**src/rtl/da2_controller_pkg.sv**
```systemverilog
// -----------------------------------------------------------------------------
// da2_controller_pkg
// Shared definitions for the Pmod DA2 transmit controller: frame width,
// DAC121S101 power-down codes, FSM state encoding and the frame builder.
// -----------------------------------------------------------------------------
package da2_controller_pkg;

  localparam int DA2_FRAME_W = 16;

  // DAC121S101 power-down modes (PD1:PD0)
  localparam logic [1:0] PD_NORMAL = 2'b00;
  localparam logic [1:0] PD_1K     = 2'b01;
  localparam logic [1:0] PD_100K   = 2'b10;
  localparam logic [1:0] PD_HIZ    = 2'b11;

  typedef enum logic [1:0] {
    ST_IDLE  = 2'd0,
    ST_SHIFT = 2'd1,
    ST_GAP   = 2'd2
  } state_e;

  // Frame layout on the wire, MSB first: two don't-care zeros, PD bits, code.
  function automatic logic [DA2_FRAME_W-1:0] make_frame(input logic [1:0]  mode,
                                                        input logic [11:0] code);
    return {2'b00, mode, code};
  endfunction

endpackage

```
**src/rtl/da2_controller_if.sv**
```systemverilog
// -----------------------------------------------------------------------------
// da2_controller_if
// Request/response and serial-line bundle of the DA2 controller.
//   start        request a frame (sampled only while busy=0)
//   data1/data2  12-bit DAC codes, latched on accepted start
//   mode         PD1:PD0 power-down bits, latched on accepted start
//   busy         frame + gap in progress
//   done         one-cycle pulse at end of frame
//   sync         DAC frame sync, active low
//   sclk         serial clock, idles high
//   din1/din2    serial data for the two DACs
// master: the requester/observer side. slave: the controller.
// -----------------------------------------------------------------------------
interface da2_controller_if;
  logic        start;
  logic [11:0] data1;
  logic [11:0] data2;
  logic [1:0]  mode;
  logic        busy;
  logic        done;
  logic        sync;
  logic        sclk;
  logic        din1;
  logic        din2;

  modport master (
    output start, data1, data2, mode,
    input  busy, done, sync, sclk, din1, din2
  );

  modport slave (
    input  start, data1, data2, mode,
    output busy, done, sync, sclk, din1, din2
  );
endinterface

```
**src/rtl/da2_sclk_gen.sv**
```systemverilog
// -----------------------------------------------------------------------------
// da2_sclk_gen
// Serial clock generator for the DA2 link. While enabled, SCLK spends CLK_DIV
// cycles high then CLK_DIV cycles low, starting high. While disabled it is
// held high and the half-period counter is cleared, so every enable window
// begins with a full high phase.
//   clk_i   system clock
//   rst_ni  asynchronous active-low reset
//   en_i    run the clock
//   sclk_o  serial clock (registered)
//   rise_o  one-cycle strobe: SCLK rises at the next edge (end of a bit)
//   fall_o  one-cycle strobe: SCLK falls at the next edge (DAC sample point)
// -----------------------------------------------------------------------------
module da2_sclk_gen #(
  parameter int CLK_DIV = 2
) (
  input  logic clk_i,
  input  logic rst_ni,
  input  logic en_i,
  output logic sclk_o,
  output logic rise_o,
  output logic fall_o
);

  localparam int            HW   = $clog2(CLK_DIV) + 1;
  localparam logic [HW-1:0] HMAX = HW'(CLK_DIV - 1);

  logic [HW-1:0] hcnt_q, hcnt_d;
  logic          sclk_q, sclk_d;
  logic          half_end;

  assign half_end = en_i && (hcnt_q == HMAX);
  assign rise_o   = half_end && !sclk_q;
  assign fall_o   = half_end &&  sclk_q;
  assign sclk_o   = sclk_q;

  always_comb begin
    hcnt_d = hcnt_q;
    sclk_d = sclk_q;
    if (!en_i) begin
      hcnt_d = '0;
      sclk_d = 1'b1;
    end else if (half_end) begin
      hcnt_d = '0;
      sclk_d = !sclk_q;
    end else begin
      hcnt_d = hcnt_q + HW'(1);
    end
  end

  always_ff @(posedge clk_i or negedge rst_ni) begin
    if (!rst_ni) begin
      hcnt_q <= '0;
      sclk_q <= 1'b1;
    end else begin
      hcnt_q <= hcnt_d;
      sclk_q <= sclk_d;
    end
  end

endmodule

```
**src/rtl/da2_controller.sv**
```systemverilog
// -----------------------------------------------------------------------------
// da2_controller
// Transmit controller for a Pmod DA2 (dual DAC121S101). On an accepted start
// it sends two 16-bit frames {2'b00, MODE, DATA} MSB first on din1/din2 with
// a shared sync/sclk, then holds sync high for GAP_CYCLES before pulsing done.
//   clk_i   system clock
//   rst_ni  asynchronous active-low reset (aborts a frame immediately)
//   bus     da2_controller_if.slave: start/data1/data2/mode in,
//           busy/done/sync/sclk/din1/din2 out (all outputs registered)
// Parameters:
//   CLK_DIV     system cycles per SCLK half-period (>=1)
//   GAP_CYCLES  cycles of sync high after a frame before done (>=1)
// -----------------------------------------------------------------------------
module da2_controller
  import da2_controller_pkg::*;
#(
  parameter int CLK_DIV    = 2,
  parameter int GAP_CYCLES = 4
) (
  input  logic            clk_i,
  input  logic            rst_ni,
  da2_controller_if.slave bus
);

  localparam int            GW   = $clog2(GAP_CYCLES) + 1;
  localparam logic [GW-1:0] GMAX = GW'(GAP_CYCLES - 1);

  state_e                 state_q, state_d;
  logic [DA2_FRAME_W-1:0] sh1_q, sh1_d, sh2_q, sh2_d;
  logic [3:0]             bit_q, bit_d;
  logic                   last_q, last_d;
  logic [GW-1:0]          gap_q, gap_d;
  logic                   sync_q, sync_d;
  logic                   busy_q, busy_d;
  logic                   done_q, done_d;
  logic                   din1_q, din1_d;
  logic                   din2_q, din2_d;

  logic sclk_en, sclk_rise, sclk_fall;

  assign sclk_en = (state_q == ST_SHIFT);

  da2_sclk_gen #(
    .CLK_DIV (CLK_DIV)
  ) u_sclk_gen (
    .clk_i  (clk_i),
    .rst_ni (rst_ni),
    .en_i   (sclk_en),
    .sclk_o (bus.sclk),
    .rise_o (sclk_rise),
    .fall_o (sclk_fall)
  );

  // bit_q counts DAC sample points (falling edges) down from 15 and stops at 0;
  // last_q marks that the 16th bit has been sampled, so the following rising
  // edge closes the frame instead of shifting.
  always_comb begin
    state_d = state_q;
    sh1_d   = sh1_q;
    sh2_d   = sh2_q;
    bit_d   = bit_q;
    last_d  = last_q;
    gap_d   = gap_q;
    done_d  = 1'b0;

    case (state_q)
      ST_IDLE: begin
        if (bus.start) begin
          sh1_d   = make_frame(bus.mode, bus.data1);
          sh2_d   = make_frame(bus.mode, bus.data2);
          bit_d   = 4'd15;
          last_d  = 1'b0;
          state_d = ST_SHIFT;
        end
      end
      ST_SHIFT: begin
        if (sclk_fall) begin
          if (bit_q == 4'd0) begin
            last_d = 1'b1;
          end else begin
            bit_d = bit_q - 4'd1;
          end
        end
        if (sclk_rise) begin
          if (last_q) begin
            state_d = ST_GAP;
            gap_d   = '0;
          end else begin
            sh1_d = {sh1_q[DA2_FRAME_W-2:0], 1'b0};
            sh2_d = {sh2_q[DA2_FRAME_W-2:0], 1'b0};
          end
        end
      end
      ST_GAP: begin
        if (gap_q == GMAX) begin
          state_d = ST_IDLE;
          done_d  = 1'b1;
        end else begin
          gap_d = gap_q + GW'(1);
        end
      end
      default: begin
        state_d = ST_IDLE;
      end
    endcase

    // Line outputs follow the next state so they are registered and glitch-free;
    // data moves only when the shift registers do, i.e. on SCLK rising edges.
    sync_d = (state_d != ST_SHIFT);
    busy_d = (state_d != ST_IDLE);
    din1_d = (state_d == ST_SHIFT) && sh1_d[DA2_FRAME_W-1];
    din2_d = (state_d == ST_SHIFT) && sh2_d[DA2_FRAME_W-1];
  end

  always_ff @(posedge clk_i or negedge rst_ni) begin
    if (!rst_ni) begin
      state_q <= ST_IDLE;
      sh1_q   <= '0;
      sh2_q   <= '0;
      bit_q   <= '0;
      last_q  <= 1'b0;
      gap_q   <= '0;
      sync_q  <= 1'b1;
      busy_q  <= 1'b0;
      done_q  <= 1'b0;
      din1_q  <= 1'b0;
      din2_q  <= 1'b0;
    end else begin
      state_q <= state_d;
      sh1_q   <= sh1_d;
      sh2_q   <= sh2_d;
      bit_q   <= bit_d;
      last_q  <= last_d;
      gap_q   <= gap_d;
      sync_q  <= sync_d;
      busy_q  <= busy_d;
      done_q  <= done_d;
      din1_q  <= din1_d;
      din2_q  <= din2_d;
    end
  end

  assign bus.sync = sync_q;
  assign bus.busy = busy_q;
  assign bus.done = done_q;
  assign bus.din1 = din1_q;
  assign bus.din2 = din2_q;

endmodule

```
**src/flat_wrapper.sv**
```systemverilog
// flat-port wrapper written by rule: the top's interface ports become plain ports
module da2_controller_flat import da2_controller_pkg::*;
#(
  parameter int CLK_DIV    = 2,
  parameter int GAP_CYCLES = 4
)
  (clk_i, rst_ni, bus_start, bus_data1, bus_data2, bus_mode, bus_busy, bus_done, bus_sync, bus_sclk, bus_din1, bus_din2);
  da2_controller_if bus_i ();
  input  logic clk_i;
  input  logic rst_ni;
  input wire logic [$bits(bus_i.start)-1:0] bus_start;
  input wire logic [$bits(bus_i.data1)-1:0] bus_data1;
  input wire logic [$bits(bus_i.data2)-1:0] bus_data2;
  input wire logic [$bits(bus_i.mode)-1:0] bus_mode;
  output wire logic [$bits(bus_i.busy)-1:0] bus_busy;
  output wire logic [$bits(bus_i.done)-1:0] bus_done;
  output wire logic [$bits(bus_i.sync)-1:0] bus_sync;
  output wire logic [$bits(bus_i.sclk)-1:0] bus_sclk;
  output wire logic [$bits(bus_i.din1)-1:0] bus_din1;
  output wire logic [$bits(bus_i.din2)-1:0] bus_din2;
  assign bus_i.start = bus_start;
  assign bus_i.data1 = bus_data1;
  assign bus_i.data2 = bus_data2;
  assign bus_i.mode = bus_mode;
  assign bus_busy = bus_i.busy;
  assign bus_done = bus_i.done;
  assign bus_sync = bus_i.sync;
  assign bus_sclk = bus_i.sclk;
  assign bus_din1 = bus_i.din1;
  assign bus_din2 = bus_i.din2;
  da2_controller #(.CLK_DIV(CLK_DIV), .GAP_CYCLES(GAP_CYCLES)) u_core (.clk_i(clk_i), .rst_ni(rst_ni), .bus(bus_i));
endmodule
```
**config.mk**
```make
export PLATFORM = sky130hd
export DESIGN_NAME = da2_controller_flat
export DESIGN_NICKNAME = d
export VERILOG_FILES = /design/src/rtl/da2_controller_pkg.sv /design/src/rtl/da2_controller_if.sv /design/src/rtl/da2_sclk_gen.sv /design/src/rtl/da2_controller.sv /design/src/flat_wrapper.sv
export SDC_FILE = /design/constraint.sdc
export NUM_CORES = 1
export LEC_CHECK = 0
export BUFFER_PORTS_ARGS = -buffer_cell sky130_fd_sc_hd__buf_2
export CORE_ASPECT_RATIO = 0.7
export CORE_MARGIN = 5
export CORE_UTILIZATION = 50
export CTS_BUF_LIST = sky130_fd_sc_hd__clkbuf_16
export DETAILED_ROUTE_END_ITERATION = 7
export HOLD_SLACK_MARGIN = 0.06
export PLACE_DENSITY = 0.75
export SYNTH_ARGS = -nofsm -noshare
export SYNTH_HDL_FRONTEND = slang
export SYNTH_SLANG_ARGS = --single-unit
```
**constraint.sdc**
```tcl
create_clock -name clk_i -period 1.7 [get_ports clk_i]
set_input_delay 0 -clock clk_i [delete_from_list [all_inputs] [get_ports clk_i]]
set_output_delay 0 -clock clk_i [all_outputs]
set_load 0.005 [all_outputs]
```
==> out/summary.txt <==
status: finished, final reports clean
clk slew on worst S/H paths: 60 ps
Vias: 1,718
setup TNS: 0 ps
MaxCap Viol Count: 0
FF-to-FF path depth: 6
CP cell instances: inv_1, ha_2, nor3b_2, a221oi_4, buf_4, a31oi_1
WP data arrival: 1730 ps
Area Growth Syn to Fin: 32.7%
met1 WL: 2020 um
reg-to-reg slack, setup: 110 ps
GRT Residual Overflow: 0
Starting DRT DRC Count: 72
core area: 4250 um^2
worst setup margin: 113 ps
CP endpoint kind: flip-flop
first-pass GRT wire length: 7650 um
RSZ-0062 raised after global routing: no
DR WL/cell: 13.8 um
Clock Skew: 6.17 ps
Levels on crit path: 6
Die Ht: 65.0 um
Worst-Skew Late Latency: 280 ps
Final Hold Viols: 0
CP Buf/Inv Count: 2
final setup fails: 0
Overall Global Routing Usage: 0.174
CTS tree: yes
htree depth: 2
worst slew pin tran: 563 ps
setup slack at placement: -0.419 ps
share of layout cells above drive strength 1: 0.218
Synth Area per Inst: 10.4 um^2
Slew Limit Headroom: 0.625
Post-Route WL: 4540 um
DRC violations left: 0
routed vias/inst: 5.21
CTS Root Cell: clkbuf_16
Antenna Cells: 0
Pleak: 1.41 nW
Critical Path Fanout Max: 6
CP peak stage delay: 390 ps
dpl hpwl: 2790 um
Mapped Area: 2160 um^2
synthesis warning total: 0
post-route ant nets: 0
CP Data Required Time: 1850 ps
total CTS buffers: 5
Syn Inst Count: 207
non-filler cells, final: 330
Worst IR Drop VDD: 838 uV
fin nets: 306
Initial Util: 0.507
HP Class: input port to flip-flop
Crit-path slowest cell: a221oi_4
crit path kind: flip-flop to flip-flop
Synth Register Bits: 50
CTS sink cnt: 50
WL met2: 2280 um
gpl congestion: 0.802
DRT Pass-1 Iters: 5
maximum clock rate: 630 MHz
vias in the first global route: 1,689
minimum clock period: 1590 ps
pin count of the biggest net entering global routing: 27
Die Wd: 88.5 um
crit start category: flip-flop
syn nets: 239
Worst Hold Depth: 3
top sig layer: met4
initial antenna violation count: 0
gate family responsible for the most delay along the worst path: compound AO/OA/AOI/OAI gates
Port-buffer cells: 34
PD cells: 1580 nW/um^2
# placed instances: 294
met3 WL post-DR: 197 um
io pins: 35
library cells used by synthesis: 34
die area: 5750 um^2
Final Max Tran Viols: 0
site row count: 20
final period utilization: 0.933
CTS max path bufs: 2
post-synthesis sequential area ratio: 0.581
==> cells by family (layout without fill, tap and decap cells) <==
logic type                 Yosys count  after routing  synth area share
and+or+nand+nor                     92             92             0.195
DFF                                 50             50             0.581
AOI/OAI and AO/OA                   45             45             0.154
buffers and inverters               16             84            0.0476
adders and majority gates            3              3            0.0174
xor gates and xnor gates             1              1           0.00406
==> worst reg2reg max path, delay by kind of cell, from the launching register on <==
kind                       cells  cell delay (ps)
adders and majority gates      1              190
and+or+nand+nor                1              180
DFF                            1              360
AOI/OAI and AO/OA              2              480
buffers and inverters          2              250
==> final cells by class <==
| cell class | instances | area, um^2 |
|---|---|---|
| Clock buffer | 5 | 125 |
| Clock inverter | 3 | 11.3 |
| Fill cell | 320 | 1390 |
| Inverter | 5 | 18.8 |
| Multi-Input combinational cell | 141 | 835 |
| Sequential cell | 50 | 1250 |
| Tap cell | 55 | 68.8 |
| Timing Repair Buffer | 71 | 551 |
==> sequential cells by signal (all words and copies together), names as in the netlist, 2 cells and up <==
register                  flops
u_core.u_sclk_gen.hcnt_q      2
u_core.sh1_q                 16
u_core.bit_q                  4
u_core.gap_q                  3
u_core.sh2_q                 16
u_core.state_q                2
==> metal layers <==
layer,GRT usage,up-vias
met5,0,-
met1,0.233,829
met2,0.279,35
li1,-,848
met4,0.0585,0
met3,0.0407,6
==> metrics by stage <==
stage                     hold WS (ps)  utilization  area, um^2  power [W]
after detailed placement          25.7        0.569        2420    0.00345
after global placement            25.3        0.569        2420    0.00338
after global routing               137        0.673        2860    0.00489
after CTS                         81.9        0.663        2820    0.00442
final                             90.8        0.673        2860    0.00452
after floorplan                   -296            -        2160    0.00304
==> cells in the mapped netlist, drive strengths merged <==
master | n | share of area
a211oi | 1 | 0.0035
a21oi | 6 | 0.016
a221o | 4 | 0.019
a221oi | 1 | 0.0070
a22oi | 22 | 0.081
a311o | 1 | 0.0046
a31oi | 1 | 0.0029
and2 | 5 | 0.015
and3 | 1 | 0.0029
and3b | 1 | 0.0041
and4 | 1 | 0.0041
and4bb | 1 | 0.0058
buf | 10 | 0.037
clkbuf | 1 | 0.0017
dfrtp | 48 | 0.56
dfstp | 2 | 0.024
ha | 3 | 0.017
inv | 5 | 0.0087
nand2 | 60 | 0.10
nand2b | 1 | 0.0029
nand3 | 3 | 0.0070
nand3b | 2 | 0.0070
nand4b | 1 | 0.0041
nor2 | 8 | 0.014
nor2b | 4 | 0.012
nor3 | 1 | 0.0023
nor3b | 2 | 0.0070
o21ai | 9 | 0.021
or3b | 1 | 0.0041
xnor2 | 1 | 0.0041
==> path summary, 6_finish.rpt <==
check | to | startpoint
max | u_core.bit_q[1] | u_core.bit_q[0]
min | u_core.sh1_q[13] | bus_mode[1]
max reg2reg | u_core.bit_q[1] | u_core.bit_q[0]
min reg2reg | u_core.sh2_q[10] | u_core.sh2_q[10]
max in group asynchronous | u_core.sh1_q[15] | rst_ni
min in group asynchronous | u_core.sh1_q[6] | rst_ni
==> layout by cell type, fill, tap and decap left out <==
cell type,netlist,layout
clkbuf_16,0,5
a311o_1,1,1
nor3_1,1,1
nand3_1,3,3
ha_2,0,1
nor3b_2,0,2
dlygate4sd3_1,0,26
a31oi_1,1,1
buf_2,4,34
a221oi_4,0,1
buf_12,0,3
nand3b_1,2,2
nor2_1,8,8
a22oi_2,2,2
a21oi_1,5,5
dfrtp_1,48,48
and4_1,1,1
a221o_1,4,4
nand2_1,60,60
a211oi_1,1,1
nand4b_1,1,1
xnor2_1,1,1
and3b_1,1,1
nor2b_1,4,4
and4bb_1,1,1
o21ai_0,9,9
ha_1,3,2
inv_1,5,8
dfstp_2,2,2
or3b_4,0,1
and3_1,1,1
buf_4,2,8
a22oi_1,20,20
and2_1,5,5
nand2b_1,1,1
a21oi_4,0,1
==> repair_timing <==
| item | 4_1_cts | 5_1_grt |
|---|---|---|
| setup buffers | 0 | 2 |
| gates resized for setup | 0 | 5 |
| endpoints found under the setup margin | 1 | 21 |
| hold buffers | 26 | 0 |
| endpoints found under the hold margin | 47 | 0 |
| pin swaps | 1 | 2 |
==> power by group <==
group	switching (W)	internal (W)	total, W
Clock	0.000387	0.000529	0.000916
Combinational	0.000920	0.000773	0.00169
Sequential	0.000263	0.00165	0.00191
(Power assumes the default switching activity.)
